### src/rtl/load_store_unit.sv
// load_store_unit
//   MEM-stage load/store engine. Accepts one EX/MEM access in IDLE, runs a
//   req/ready transaction on the data bus, formats the returned load data and
//   holds the pipeline while the bus is busy. Misaligned and illegal accesses
//   fault immediately in IDLE without touching the bus. A bus that never
//   answers faults after MAX_WAIT BUSY cycles.
//
// Ports
//   clk_i, reset_i            clock, synchronous active-high reset
//   valid_i                   EX/MEM slot holds a live instruction
//   mem_read_i, mem_write_i   load / store
//   funct3_i                  width/sign: 000 B, 001 H, 010 W, 100 BU, 101 HU
//   addr_i, wdata_i           byte address, store data (rs2)
//   flush_i                   kill the access presented this cycle (IDLE only)
//   stall_o                   hold IF..MEM
//   rdata_o, rdata_valid_o    formatted load data, completion pulse
//   fault_o, fault_cause_o    fault pulse; 01 misaligned, 10 timeout, 11 illegal
//   bus_req_o .. bus_wdata_o  data bus request side
//   bus_ready_i, bus_rdata_i  data bus response side
//
// state | meaning
// ------+-------------------------------------------------------------
// IDLE  | waiting for an access; checks run combinationally here
// BUSY  | bus_req high, waiting for bus_ready or wait counter to expire
// DONE  | one-cycle completion: rdata_valid or timeout fault pulse

module load_store_unit #(
  parameter int XLEN     = 32,
  parameter int MAX_WAIT = 16
) (
  input  logic            clk_i,
  input  logic            reset_i,
  input  logic            valid_i,
  input  logic            mem_read_i,
  input  logic            mem_write_i,
  input  logic [2:0]      funct3_i,
  input  logic [XLEN-1:0] addr_i,
  input  logic [XLEN-1:0] wdata_i,
  input  logic            flush_i,
  output logic            stall_o,
  output logic [XLEN-1:0] rdata_o,
  output logic            rdata_valid_o,
  output logic            fault_o,
  output logic [1:0]      fault_cause_o,
  output logic            bus_req_o,
  output logic            bus_we_o,
  output logic [XLEN-1:0] bus_addr_o,
  output logic [3:0]      bus_be_o,
  output logic [XLEN-1:0] bus_wdata_o,
  input  logic            bus_ready_i,
  input  logic [XLEN-1:0] bus_rdata_i
);

  localparam int WW = $clog2(MAX_WAIT + 1);

  typedef enum logic [1:0] {S_IDLE, S_BUSY, S_DONE} state_e;

  state_e          state_q, state_d;
  logic [XLEN-1:0] addr_q, addr_d;
  logic            we_q, we_d;
  logic [3:0]      be_q, be_d;
  logic [XLEN-1:0] wdata_q, wdata_d;
  logic [2:0]      f3_q, f3_d;
  logic [WW-1:0]   wait_q, wait_d;
  logic            timeout_q, timeout_d;
  logic [XLEN-1:0] rdata_q, rdata_d;

  logic            req, ld_legal, st_legal, illegal, misaligned, accept;
  logic [3:0]      be_new;
  logic [XLEN-1:0] wdata_new, lane, load_fmt;

  // ---------------- request decode (IDLE) ----------------
  always_comb begin
    req = valid_i & (mem_read_i | mem_write_i) & ~flush_i;

    ld_legal = 1'b0;
    case (funct3_i)
      3'b000, 3'b001, 3'b010, 3'b100, 3'b101: ld_legal = 1'b1;
      default:                                ld_legal = 1'b0;
    endcase
    st_legal = (funct3_i[2] == 1'b0) && (funct3_i[1:0] != 2'b11);

    illegal = (mem_read_i & mem_write_i) |
              (mem_read_i ? ~ld_legal : ~st_legal);
    misaligned = ((funct3_i[1:0] == 2'b01) & addr_i[0]) |
                 ((funct3_i[1:0] == 2'b10) & (addr_i[1:0] != 2'b00));

    accept = (state_q == S_IDLE) & req & ~illegal & ~misaligned;

    be_new    = 4'b1111;
    wdata_new = wdata_i;
    case (funct3_i[1:0])
      2'b00: begin
        be_new    = 4'b0001 << addr_i[1:0];
        wdata_new = {4{wdata_i[7:0]}};
      end
      2'b01: begin
        be_new    = addr_i[1] ? 4'b1100 : 4'b0011;
        wdata_new = {2{wdata_i[15:0]}};
      end
      default: begin
        be_new    = 4'b1111;
        wdata_new = wdata_i;
      end
    endcase
  end

  // ---------------- load formatting ----------------
  always_comb begin
    // Shift the addressed lane down to bit 0, then extend.
    lane     = bus_rdata_i >> {addr_q[1:0], 3'b000};
    load_fmt = bus_rdata_i;
    case (f3_q)
      3'b000:  load_fmt = {{24{lane[7]}}, lane[7:0]};
      3'b100:  load_fmt = {24'b0, lane[7:0]};
      3'b001:  load_fmt = {{16{lane[15]}}, lane[15:0]};
      3'b101:  load_fmt = {16'b0, lane[15:0]};
      default: load_fmt = bus_rdata_i;
    endcase
  end

  // ---------------- FSM: state register ----------------
  always_ff @(posedge clk_i) begin
    if (reset_i) begin
      state_q   <= S_IDLE;
      addr_q    <= '0;
      we_q      <= 1'b0;
      be_q      <= '0;
      wdata_q   <= '0;
      f3_q      <= '0;
      wait_q    <= '0;
      timeout_q <= 1'b0;
      rdata_q   <= '0;
    end else begin
      state_q   <= state_d;
      addr_q    <= addr_d;
      we_q      <= we_d;
      be_q      <= be_d;
      wdata_q   <= wdata_d;
      f3_q      <= f3_d;
      wait_q    <= wait_d;
      timeout_q <= timeout_d;
      rdata_q   <= rdata_d;
    end
  end

  // ---------------- FSM: next state + datapath ----------------
  always_comb begin
    state_d   = state_q;
    addr_d    = addr_q;
    we_d      = we_q;
    be_d      = be_q;
    wdata_d   = wdata_q;
    f3_d      = f3_q;
    wait_d    = wait_q;
    timeout_d = timeout_q;
    rdata_d   = rdata_q;

    case (state_q)
      S_IDLE: begin
        if (accept) begin
          state_d   = S_BUSY;
          addr_d    = addr_i;
          we_d      = mem_write_i;
          be_d      = be_new;
          wdata_d   = wdata_new;
          f3_d      = funct3_i;
          // Down-counter: terminal count 0 marks the last allowed BUSY cycle.
          wait_d    = WW'(MAX_WAIT - 1);
          timeout_d = 1'b0;
        end
      end
      S_BUSY: begin
        if (bus_ready_i) begin
          state_d = S_DONE;
          rdata_d = we_q ? '0 : load_fmt;
        end else if (wait_q == '0) begin
          state_d   = S_DONE;
          timeout_d = 1'b1;
          rdata_d   = '0;
        end else begin
          wait_d = wait_q - 1'b1;
        end
      end
      S_DONE: begin
        state_d = S_IDLE;
        wait_d  = '0;
      end
      default: state_d = S_IDLE;
    endcase
  end

  // ---------------- FSM: outputs ----------------
  always_comb begin
    stall_o       = 1'b0;
    rdata_valid_o = 1'b0;
    fault_o       = 1'b0;
    fault_cause_o = 2'b00;
    bus_req_o     = 1'b0;
    bus_we_o      = 1'b0;
    bus_addr_o    = '0;
    bus_be_o      = '0;
    bus_wdata_o   = '0;

    case (state_q)
      S_IDLE: begin
        stall_o = accept;
        if (req && (illegal || misaligned)) begin
          fault_o       = 1'b1;
          fault_cause_o = illegal ? 2'b11 : 2'b01;
        end
      end
      S_BUSY: begin
        stall_o     = 1'b1;
        bus_req_o   = 1'b1;
        bus_we_o    = we_q;
        bus_addr_o  = {addr_q[XLEN-1:2], 2'b00};
        bus_be_o    = be_q;
        bus_wdata_o = wdata_q;
      end
      S_DONE: begin
        if (timeout_q) begin
          fault_o       = 1'b1;
          fault_cause_o = 2'b10;
        end else begin
          rdata_valid_o = 1'b1;
        end
      end
      default: ;
    endcase
  end

  assign rdata_o = rdata_q;

endmodule
### config.mk
export PLATFORM = sky130hd
export DESIGN_NAME = load_store_unit
export DESIGN_NICKNAME = d
export VERILOG_FILES = /design/src/rtl/load_store_unit.sv
export SDC_FILE = /design/constraint.sdc
export NUM_CORES = 1
export LEC_CHECK = 0
export ABC_AREA = 1
export BUFFER_PORTS_ARGS = -buffer_cell sky130_fd_sc_hd__buf_4
export CAP_MARGIN = 20
export CORE_ASPECT_RATIO = 0.6
export CORE_UTILIZATION = 45
export CTS_CLUSTER_SIZE = 8
export DETAILED_ROUTE_END_ITERATION = 12
export GPL_ROUTABILITY_DRIVEN = 0
export PLACE_DENSITY = 0.76
export SYNTH_ARGS = -nofsm -noshare
export SYNTH_HDL_FRONTEND = slang
export SYNTH_SLANG_ARGS = --single-unit
### constraint.sdc
create_clock -name clk_i -period 1.5 [get_ports clk_i]
set_input_delay 0.225 -clock clk_i [delete_from_list [all_inputs] [get_ports clk_i]]
set_output_delay 0.225 -clock clk_i [all_outputs]
set_load 0.02 [all_outputs]
==> results.sh, run 1 <==
export IMPL_maxCapViolCount=0
export IMPL_whs_endpoint="addr_q[7]"
export IMPL_fillers=831
export IMPL_clk_latency_ns=0.35
export IMPL_cts_tree="built"
export IMPL_startpoint_type="flop"
export IMPL_rsz0062_at_grt="yes"
export IMPL_fin_crit_sh_pct=123
export IMPL_timing_rr_start="state_q[0]"
export IMPL_pwr_share_clk_pct=24.4
export IMPL_avgRoutedWirePerCell_um=17.2
export IMPL_irDropWorstVdd_mv=0.677
export IMPL_crit_path_end_kind="flop"
export IMPL_ys_types=30
export IMPL_via_count=7392
export IMPL_hold_buffers=0
export IMPL_r2r_end="rdata_o[10]"
export IMPL_slowest_delay_ns=0.35
export IMPL_worst_pin_slew_ns=0.551
export IMPL_die_width_um=150
export IMPL_cp_slowest_cell="dfxtp_2"
export IMPL_clk_path_buf_depth=2
export IMPL_root_buffer="clkbuf_16"
export IMPL_status="finished, violations left"
export IMPL_core_area_mm2=0.0128
export IMPL_clock_sinks=112
export IMPL_seq_area_frac_synth_pct=37.9
export IMPL_initial_core_util_pct=46.2
export IMPL_grt_max_degree=78
export IMPL_rr_worst_depth=11
export IMPL_cp_data_required_time_ns=1.72
export IMPL_overflow=0
export IMPL_layout_cells_non_filler=1374
export IMPL_leakage_nw=5.26
export IMPL_hpwl_um=13700
export IMPL_drt_wl_total_um=23700
export IMPL_io_buffer_count=210
export IMPL_ys_warn_count=0
export IMPL_fin_nets=1311
export IMPL_cts_htree_levels=3
export IMPL_setup_tns_final_ns=-40.69
export IMPL_fin_ws_ns=-0.346
export IMPL_path_clk_slew_ns=0.08
export IMPL_hold_ws_ns=0.132
export IMPL_path_class="flop to flop"
export IMPL_seqPwrFrac_pct=34.0
export IMPL_grt_pass1_vias=6534
export IMPL_fmax_ghz=0.542
export IMPL_cpMostUsedCell="buf_6"
export IMPL_cts_buffers=9
export IMPL_powerDensity_mw_per_mm2=1010
export IMPL_synth_seq_cells=112
export IMPL_layout_min_cycle_time_ns=1.85
export IMPL_place_ws_ns=-0.0930
export IMPL_syn_avg_cell_area_um2=6.22
export IMPL_comb_power_share_pct=41.5
export IMPL_boundaryPins=213
export IMPL_violations="negative setup slack"
export IMPL_synthCells=951
export IMPL_grt_pass1_wl_um=34700
export IMPL_post_place_cells=1321
export IMPL_ant_nets=0
export IMPL_dieArea_mm2=0.0136
export IMPL_final_common_cell="nand2_1"
export IMPL_hp_class="input pin to flop"
export IMPL_p_switching_mw=3.65
export IMPL_areaGrowthSynthToFinish_pct=70.5
export IMPL_setup_violations=185
export IMPL_drc=0
export IMPL_r2r_slack_ns=-0.35
export IMPL_dieHeight_um=90.8
export IMPL_drt_pre_antenna_iters=5
export IMPL_track_usage_pct=32.7
export IMPL_timing_slew_headroom_pct=63.2
export IMPL_path_cells="buf_6, ha_4, buf_6, buf_6, nand4_1, nand2_2, clkinv_4, buf_12, buf_16, nand2_4, a21oi_2"
export IMPL_finalHoldViolations=0
export IMPL_antenna_found_initial=0
export IMPL_finClkSkew_ns=0.00876
export IMPL_hp_start="addr_i[7]"
export IMPL_hold_depth=3
export IMPL_worst_path_max_fanout=8
export IMPL_synth_area_mm2=0.00591
export IMPL_via_per_inst=5.38
export IMPL_drt_iter0_drc=669
export IMPL_layout_drive_gt1_share_pct=44.0
export IMPL_p_sw_share_pct=35.9
export IMPL_layout_common_cells="nand2_1, buf_4, dfxtp_1, a21oi_1, buf_6"
export IMPL_intPower_mw=6.51
export IMPL_drv_slew=0
export IMPL_num_rows=32
export IMPL_antenna_cells=0
export IMPL_arrival_ns=2.07
[routing by layer]
metal,share of wire [%],GRT usage (%)
met2,45,48.9
met1,44,47.4
met4,2.0,8.25
met5,0,0
met3,9.5,6.77
[Yosys cell counts]
cell | instances | area (µm²)
buf_6 | 10 | 113
inv_4 | 1 | 6.26
inv_2 | 5 | 18.8
o22ai_1 | 5 | 31.3
nor2_2 | 1 | 6.26
o211ai_1 | 2 | 15.0
conb_1 | 1 | 3.75
inv_1 | 130 | 488
nand2_1 | 371 | 1390
nor2_1 | 38 | 143
nor3_1 | 2 | 10.0
o32ai_1 | 1 | 8.76
nand3_2 | 1 | 10.0
nand4_1 | 1 | 6.26
nand2_2 | 2 | 12.5
nand3_1 | 31 | 155
a211oi_1 | 2 | 15.0
ha_1 | 5 | 62.6
o21ai_1 | 10 | 50.1
o31ai_1 | 6 | 45.0
buf_2 | 11 | 55.1
o21ai_2 | 1 | 8.76
clkbuf_1 | 21 | 78.8
a21oi_1 | 138 | 691
buf_1 | 6 | 22.5
buf_4 | 9 | 67.6
nand3_4 | 1 | 17.5
dfxtp_1 | 112 | 2240
o21ai_0 | 26 | 130
xor2_1 | 1 | 8.76
[critical path, delay by kind of cell, from the launching register on]
family,cells,cell delay (ns)
flops,1,0.35
fa+ha+maj,1,0.19
buf+inv,6,0.73
simple gates,3,0.40
compound gates,1,0.04
[through the flow]
stage	utilization [%]	power [mW]	instance area, µm²
after floorplan	-	4.96	5960
after global placement	61.1	6.00	7830
after detailed placement	61.1	6.04	7830
after CTS	72.9	9.48	9340
after global routing	78.7	10.6	10100
final	78.7	10.2	10100
[kinds of logic after synthesis]
| group | Yosys count | synth area share (%) |
|---|---|---|
| AND/OR/NAND/NOR | 448 | 29.6 |
| buffers and inverters | 193 | 14.4 |
| AO/OA/AOI/OAI | 191 | 16.8 |
| flip-flops | 112 | 37.9 |
| adder cells (fa/ha/maj) | 5 | 1.06 |
| XOR/XNOR | 1 | 0.148 |
| other | 1 | 0.0634 |
[state kept, by name, summed over array words and instances (netlist names)]
register   count
wdata_q       32
be_q           4
timeout_q      1
addr_q        32
rdata_o       32
wait_q         5
state_q        2
we_q           1
f3_q           3
[final cells by class]
class / count / area [µm²] / share of cell area [%]
Clock buffer: 10 / 239 / 2.37
Tap cell: 170 / 213 / 2.11
Inverter: 136 / 538 / 5.34
Timing Repair Buffer: 293 / 3100 / 30.8
Timing Repair inverter: 1 / 16.3 / 0.161
Clock inverter: 5 / 63.8 / 0.633
Multi-Input combinational cell: 647 / 3670 / 36.4
Sequential cell: 112 / 2250 / 22.3
[worst max path at each step]
stage	from	end	cells after the start
after global placement	state_q[1]	stall_o	8
after detailed placement	state_q[1]	stall_o	8
after global routing	state_q[0]	rdata_o[10]	11
after floorplan	state_q[0]	fault_cause_o[1]	4
after CTS	state_q[0]	bus_addr_o[8]	7
final	state_q[0]	rdata_o[10]	11
[power groups by stage]
stage               Combinational (mW)  Sequential (mW)  Clock (mW)
floorplan                         1.42             3.55           0
global placement                  2.56             3.44           0
detailed placement                2.60             3.44           0
CTS                               3.58             3.39        2.51
global route                      4.44             3.49        2.63
finish                            4.22             3.46        2.48
[what timing repair did]
action / 4_1_cts / 5_1_grt
gates resized for setup: 167 / 218
buffers inserted: 19 / 3
gates cloned: 17 / 4
pin swaps: 35 / 32
endpoints found under the setup margin: 173 / 185
No activity file was read; power rests on OpenSTA's default activity.
==> run 2, diff against run 1 <==
==> config.mk (replaced) <==
export PLATFORM = sky130hd
export DESIGN_NAME = load_store_unit
export DESIGN_NICKNAME = d
export VERILOG_FILES = /design/src/rtl/load_store_unit.sv
export SDC_FILE = /design/constraint.sdc
export NUM_CORES = 1
export LEC_CHECK = 0
export ABC_AREA = 0
export CAP_MARGIN = 20
export CORE_ASPECT_RATIO = 0.6
export CORE_UTILIZATION = 46
export CTS_CLUSTER_SIZE = 8
export DETAILED_ROUTE_END_ITERATION = 12
export DONT_BUFFER_PORTS = 1
export GPL_ROUTABILITY_DRIVEN = 0
export SYNTH_ARGS = -nofsm -noshare
export SYNTH_HDL_FRONTEND = slang
export SYNTH_SLANG_ARGS = --single-unit
==> results.sh, run 2 <==
export IMPL_drc=0
export IMPL_synth_top_area_share_pct=41.1
export IMPL_fillers=758
export IMPL_layout_drive_gt1_share_pct=52.4
export IMPL_ant_nets=0
export IMPL_clock_sinks=112
export IMPL_finalHoldViolations=57
export IMPL_path_cells="inv_4, buf_6, ha_4, buf_6, inv_6, nor3_4, nand2_2, a2111oi_4, buf_4, buf_12, a221o_1"
export IMPL_areaGrowthSynthToFinish_pct=56.6
export IMPL_synth_top_family_by_area="simple AND/OR/NAND/NOR gates"
export IMPL_rsz0062_at_grt="yes"
export IMPL_worst_path_max_fanout=8
export IMPL_cp_slowest_cell="dfxtp_2"
export IMPL_timing_rr_start="state_q[1]"
export IMPL_drt_wl_total_um=21900
export IMPL_via_count=5812
export IMPL_boundaryPins=213
export IMPL_io_buffer_count=0
export IMPL_yosys_area_share_xor_xnor_pct=0
export IMPL_ys_warn_count=0
export IMPL_leakage_nw=3.23
export IMPL_fin_ws_ns=-0.564
export IMPL_seq_area_frac_synth_pct=41.1
export IMPL_violations="negative hold slack, negative setup slack"
export IMPL_slowest_delay_ns=0.34
export IMPL_layout_common_cells="dfxtp_1, nand2_1, and2_4, buf_4, a21oi_2"
export IMPL_core_area_mm2=0.0114
export IMPL_grt_pass1_wl_um=30000
export IMPL_rr_worst_depth=11
export IMPL_synth_area_mm2=0.00546
export IMPL_yosysTopAreaCell="dfxtp_1"
export IMPL_timing_slew_headroom_pct=61.6
export IMPL_cts_htree_levels=3
export IMPL_synth_seq_cells=112
export IMPL_worst_pin_slew_ns=0.574
export IMPL_async_flop_share_pct=0
export IMPL_die_width_um=143
export IMPL_setup_violations=185
export IMPL_hold_depth=1
export IMPL_num_rows=30
export IMPL_initial_core_util_pct=47.9
export IMPL_fin_crit_sh_pct=138
export IMPL_path_class="flop to flop"
export IMPL_track_usage_pct=32.1
export IMPL_status="finished, violations left"
export IMPL_drv_slew=0
export IMPL_fmax_ghz=0.484
export IMPL_synthCells=678
export IMPL_r2r_end="rdata_o[21]"
export IMPL_yosys_area_share_simple_pct=23.7
export IMPL_via_per_inst=6.24
export IMPL_cp_data_required_time_ns=1.79
export IMPL_grt_pass1_vias=5294
export IMPL_powerDensity_mw_per_mm2=748
export IMPL_clk_latency_ns=0.35
export IMPL_cts_buffers=9
export IMPL_whs_endpoint="wait_q[1]"
export IMPL_overflow=0
export IMPL_arrival_ns=2.35
export IMPL_synth_compound_area_share_pct=23.2
export IMPL_synth_mux_area_share_pct=5.20
export IMPL_cpMostUsedCell="buf_6"
export IMPL_hp_start="reset_i"
export IMPL_synth_most_common_cell="nand2_1"
export IMPL_drt_iter0_drc=729
export IMPL_startpoint_type="flop"
export IMPL_crit_path_end_kind="flop"
export IMPL_setup_tns_final_ns=-72.72
export IMPL_r2r_slack_ns=-0.56
export IMPL_root_buffer="clkbuf_16"
export IMPL_ys_types=52
export IMPL_irDropWorstVdd_mv=0.510
export IMPL_antenna_found_initial=0
export IMPL_fin_nets=877
export IMPL_synth_edf_count=0
export IMPL_layout_min_cycle_time_ns=2.06
export IMPL_path_clk_slew_ns=0.07
export IMPL_synthTopCellsByArea="dfxtp_1, nand2_1, and2_1"
export IMPL_synth_common_cells="nand2_1, dfxtp_1, a21oi_1"
export IMPL_maxCapViolCount=0
export IMPL_finClkSkew_ns=0.00585
export IMPL_hp_class="input pin to flop"
export IMPL_dieHeight_um=86.4
export IMPL_final_common_cell="dfxtp_1"
export IMPL_clk_path_buf_depth=2
export IMPL_synth_adder_area_share_pct=1.15
export IMPL_syn_avg_cell_area_um2=8.05
export IMPL_avgRoutedWirePerCell_um=23.5
export IMPL_grt_max_degree=97
export IMPL_ys_flop_type="dfxtp_1"
export IMPL_antenna_cells=0
export IMPL_hpwl_um=12100
export IMPL_dieArea_mm2=0.0123
export IMPL_cts_tree="built"
export IMPL_fin_util_pct=74.9
export IMPL_hold_ws_ns=-0.0712
export IMPL_drt_pre_antenna_iters=8
run 2: timing repair:
action,4_1_cts,5_1_grt
setup endpoints to repair,185,185
pin swaps,83,55
resized for setup,303,119
buffers inserted,38,18
cloned,21,5
endpoints found under the hold margin,90,93
run 2: worst max-delay path: cells and delay by family (launching register included):
| family | cells | cell delay (ns) |
|---|---|---|
| buffers and inverters | 6 | 0.65 |
| AO/OA/AOI/OAI | 2 | 0.46 |
| AND/OR/NAND/NOR | 2 | 0.35 |
| flip-flops | 1 | 0.34 |
| adder cells (fa/ha/maj) | 1 | 0.18 |
run 2: worst max-delay path by stage:
stage	startpoint	end	slack (ns)	cells past startpoint
final	state_q[1]	rdata_o[21]	-0.56	11
after global routing	state_q[0]	addr_q[18]	-0.62	10
after CTS	state_q[0]	fault_o	-0.41	7
after detailed placement	state_q[0]	wdata_q[18]	-0.35	9
after global placement	state_q[0]	wdata_q[31]	-0.28	9
after floorplan	state_q[0]	wdata_q[24]	-0.23	9
run 2: cell type report:
| cell class | count | area (µm²) | area share, % |
|---|---|---|---|
| Clock buffer | 11 | 253 | 2.96 |
| Clock inverter | 5 | 36.3 | 0.424 |
| Timing Repair Buffer | 133 | 1760 | 20.6 |
| Tap cell | 160 | 200 | 2.34 |
| Multi-Input combinational cell | 497 | 3990 | 46.7 |
| Inverter | 13 | 56.3 | 0.658 |
| Sequential cell | 112 | 2250 | 26.3 |
run 2: metrics by stage:
stage / setup slack [ns] / cell area (µm²) / power, mW / instances
after floorplan: -0.234 / 5630 / 3.55 / 679
after global placement: -0.285 / 6160 / 3.66 / 851
after detailed placement: -0.347 / 6160 / 3.67 / 851
after CTS: -0.410 / 8180 / 6.32 / 924
after global routing: -0.619 / 8550 / 6.59 / 931
final: -0.564 / 8550 / 6.40 / 931
run 2: cell families after synthesis:
group                      Yosys count
AOI/OAI and AO/OA                  186
adders and majority gates            5
buffers and inverters               70
DFF                                112
muxes                               27
other                                1
and+or+nand+nor                    277
run 2: report_power, final:
group          internal [mW]  leakage [nW]  switching (mW)
combinational          0.466          2.17           0.453
clock                   1.23         0.146            1.16
sequential              3.03         0.907          0.0618
total                   4.73          3.23            1.67
run 2: routing by layer:
metal | vias up | track usage [%] | part of all wire, %
met4 | 0 | 6.94 | 2.0
met1 | 2812 | 44.4 | 42
met2 | 393 | 47.3 | 44
met3 | 62 | 12.2 | 11
li1 | 2545 | - | -
met5 | - | 0 | 0
==> run 3, diff against run 2 <==
--- a/config.mk
+++ b/config.mk
@@ -6,13 +6,15 @@
 export NUM_CORES = 1
 export LEC_CHECK = 0
 export ABC_AREA = 0
+export BUFFER_PORTS_ARGS = -buffer_cell sky130_fd_sc_hd__buf_4
 export CAP_MARGIN = 20
 export CORE_ASPECT_RATIO = 0.6
-export CORE_UTILIZATION = 46
+export CORE_UTILIZATION = 44
+export CTS_BUF_LIST = sky130_fd_sc_hd__clkbuf_16
 export CTS_CLUSTER_SIZE = 8
 export DETAILED_ROUTE_END_ITERATION = 12
-export DONT_BUFFER_PORTS = 1
 export GPL_ROUTABILITY_DRIVEN = 0
+export PLACE_DENSITY = 0.76
 export SYNTH_ARGS = -nofsm -noshare
 export SYNTH_HDL_FRONTEND = slang
 export SYNTH_SLANG_ARGS = --single-unit
==> results.sh, run 3 (synthesis gave the netlist of run 2 again) <==
export IMPL_fillers=627
export IMPL_path_class="flop to flop"
export IMPL_antenna_cells=0
export IMPL_areaGrowthSynthToFinish_pct=85.0
export IMPL_fin_util_pct=83.7
export IMPL_num_rows=31
export IMPL_cpMostUsedCell="buf_6"
export IMPL_dieHeight_um=88.3
export IMPL_cp_slowest_cell="dfxtp_4"
export IMPL_maxCapViolCount=0
export IMPL_post_place_cells=1074
export IMPL_drc=0
export IMPL_total_power_mw=6.93
export IMPL_layout_common_cells="buf_4, dfxtp_1, nand2_1, buf_6, and2_4"
export IMPL_overflow=0
export IMPL_pwr_share_clk_pct=36.7
export IMPL_cts_buffers=9
export IMPL_finClkSkew_ns=0.0120
export IMPL_grt_pass1_vias=6160
export IMPL_r2r_slack_ns=-0.61
export IMPL_worst_pin_slew_ns=0.561
export IMPL_drt_iter0_drc=883
export IMPL_drt_wl_total_um=25300
export IMPL_hold_ws_ns=0.101
export IMPL_comb_power_share_pct=18.8
export IMPL_root_buffer="clkbuf_16"
export IMPL_violations="negative setup slack"
export IMPL_via_per_inst=5.94
export IMPL_io_buffer_count=210
export IMPL_layout_cells_non_filler=1152
export IMPL_rsz0062_at_grt="yes"
export IMPL_hold_depth=3
export IMPL_avgRoutedWirePerCell_um=21.9
export IMPL_fin_area_mm2=0.0101
export IMPL_finalHoldViolations=0
export IMPL_intPower_mw=4.98
export IMPL_grt_max_degree=38
export IMPL_final_common_cell="buf_4"
export IMPL_arrival_ns=2.37
export IMPL_clock_sinks=112
export IMPL_layout_min_cycle_time_ns=2.11
export IMPL_core_area_mm2=0.0121
export IMPL_irDropWorstVdd_mv=0.690
export IMPL_leakage_nw=4.28
export IMPL_timing_slew_headroom_pct=62.6
export IMPL_p_sw_share_pct=28.1
export IMPL_fmax_ghz=0.474
export IMPL_fin_crit_sh_pct=141
export IMPL_hp_class="input pin to flop"
export IMPL_clk_path_buf_depth=2
export IMPL_crit_buf_inv=4
export IMPL_track_usage_pct=33.2
export IMPL_drt_pre_antenna_iters=5
export IMPL_drv_slew=0
export IMPL_via_count=6848
export IMPL_status="finished, violations left"
export IMPL_fin_ws_ns=-0.610
export IMPL_rr_worst_depth=10
export IMPL_grt_pass1_wl_um=33400
export IMPL_seqPwrFrac_pct=44.4
export IMPL_powerDensity_mw_per_mm2=686
export IMPL_antenna_found_initial=0
export IMPL_hold_buffers=0
export IMPL_layout_drive_gt1_share_pct=59.1
export IMPL_worst_path_max_fanout=8
export IMPL_path_clk_slew_ns=0.08
export IMPL_cp_top_family="simple AND/OR/NAND/NOR gates"
export IMPL_crit_path_end_kind="flop"
export IMPL_initial_core_util_pct=45.3
export IMPL_cts_htree_levels=3
export IMPL_path_depth=10
export IMPL_fin_nets=1093
export IMPL_die_width_um=146
export IMPL_setup_violations=185
export IMPL_slowest_delay_ns=0.37
export IMPL_hpwl_um=14200
export IMPL_placed_area_mm2=0.00777
export IMPL_dieArea_mm2=0.0129
export IMPL_ant_nets=0
export IMPL_cp_data_required_time_ns=1.76
export IMPL_boundaryPins=213
export IMPL_p_switching_mw=1.95
export IMPL_cts_tree="built"
export IMPL_clk_latency_ns=0.36
export IMPL_startpoint_type="flop"
export IMPL_path_cells="inv_4, ha_4, nand2_4, or3_4, nor3_4, buf_6, buf_12, buf_6, nor2_1, a311oi_1"
==> run 3: changes by cell type in the layout (fill, tap and decap cells not counted), moves of 9 or more <==
| cell | delta |
|---|---|
| nand2_2 | -18 |
| buf_6 | +59 |
| buf_12 | -9 |
| buf_4 | +168 |
| nand2_1 | +18 |
==> run 3: what timing repair did <==
action                                  CTS  global route
buffers inserted                         23            27
cloned                                   13            10
gates resized for setup                 202           171
endpoints found under the setup margin  185           185
pin swaps                                50            91
==> run 3: cell type report <==
cell class	instances	area [µm²]	share of cell area, %
multi-input cells	497	3830	37.9
repair buffers	349	3450	34.2
flip-flops and latches	112	2250	22.3
clock buffers	9	225	2.23
well taps	165	206	2.04
clock inverters	7	78.8	0.780
inverters	13	56.3	0.557
==> run 3: final timing paths <==
| kind | from | endpoint |
|---|---|---|
| max | state_q[1] | wdata_q[14] |
| min | addr_i[24] | addr_q[24] |
| max reg2reg | state_q[1] | wdata_q[14] |
| min reg2reg | wdata_q[27] | wdata_q[27] |
==> run 3: routing by layer <==
layer  track usage [%]  vias up  wire length (µm)
li1                  -     2979                 -
met1              43.1     3302              9960
met2              53.0      476             11700
met3              11.7       91              2870
met4              8.71        0               775
met5                 0        -                 0
==> run 3: power groups by stage <==
stage | clock, mW | sequential, mW | combinational [mW]
2_1_floorplan | 0 | 3.14 | 0.414
3_3_place_gp | 0 | 3.13 | 0.898
3_5_place_dp | 0 | 3.14 | 0.918
4_1_cts | 2.51 | 3.07 | 1.09
5_1_grt | 2.67 | 3.08 | 1.36
6_report | 2.54 | 3.08 | 1.31
==> run 3: per-stage QoR <==
step	setup slack (ns)	setup TNS (ns)
3_5_place_dp	-0.424	-36.85
4_1_cts	-0.438	-58.86
2_1_floorplan	-0.234	-20.18
6_report	-0.610	-86.29
5_1_grt	-0.661	-91.69
3_3_place_gp	-0.352	-28.64
==> run 3: tightest hold or removal path, delay by kind of cell <==
kind | cells | cell delay [ns]
AO/OA/AOI/OAI | 1 | 0.04
buffers and inverters | 1 | 0.11
AND/OR/NAND/NOR | 1 | 0.05
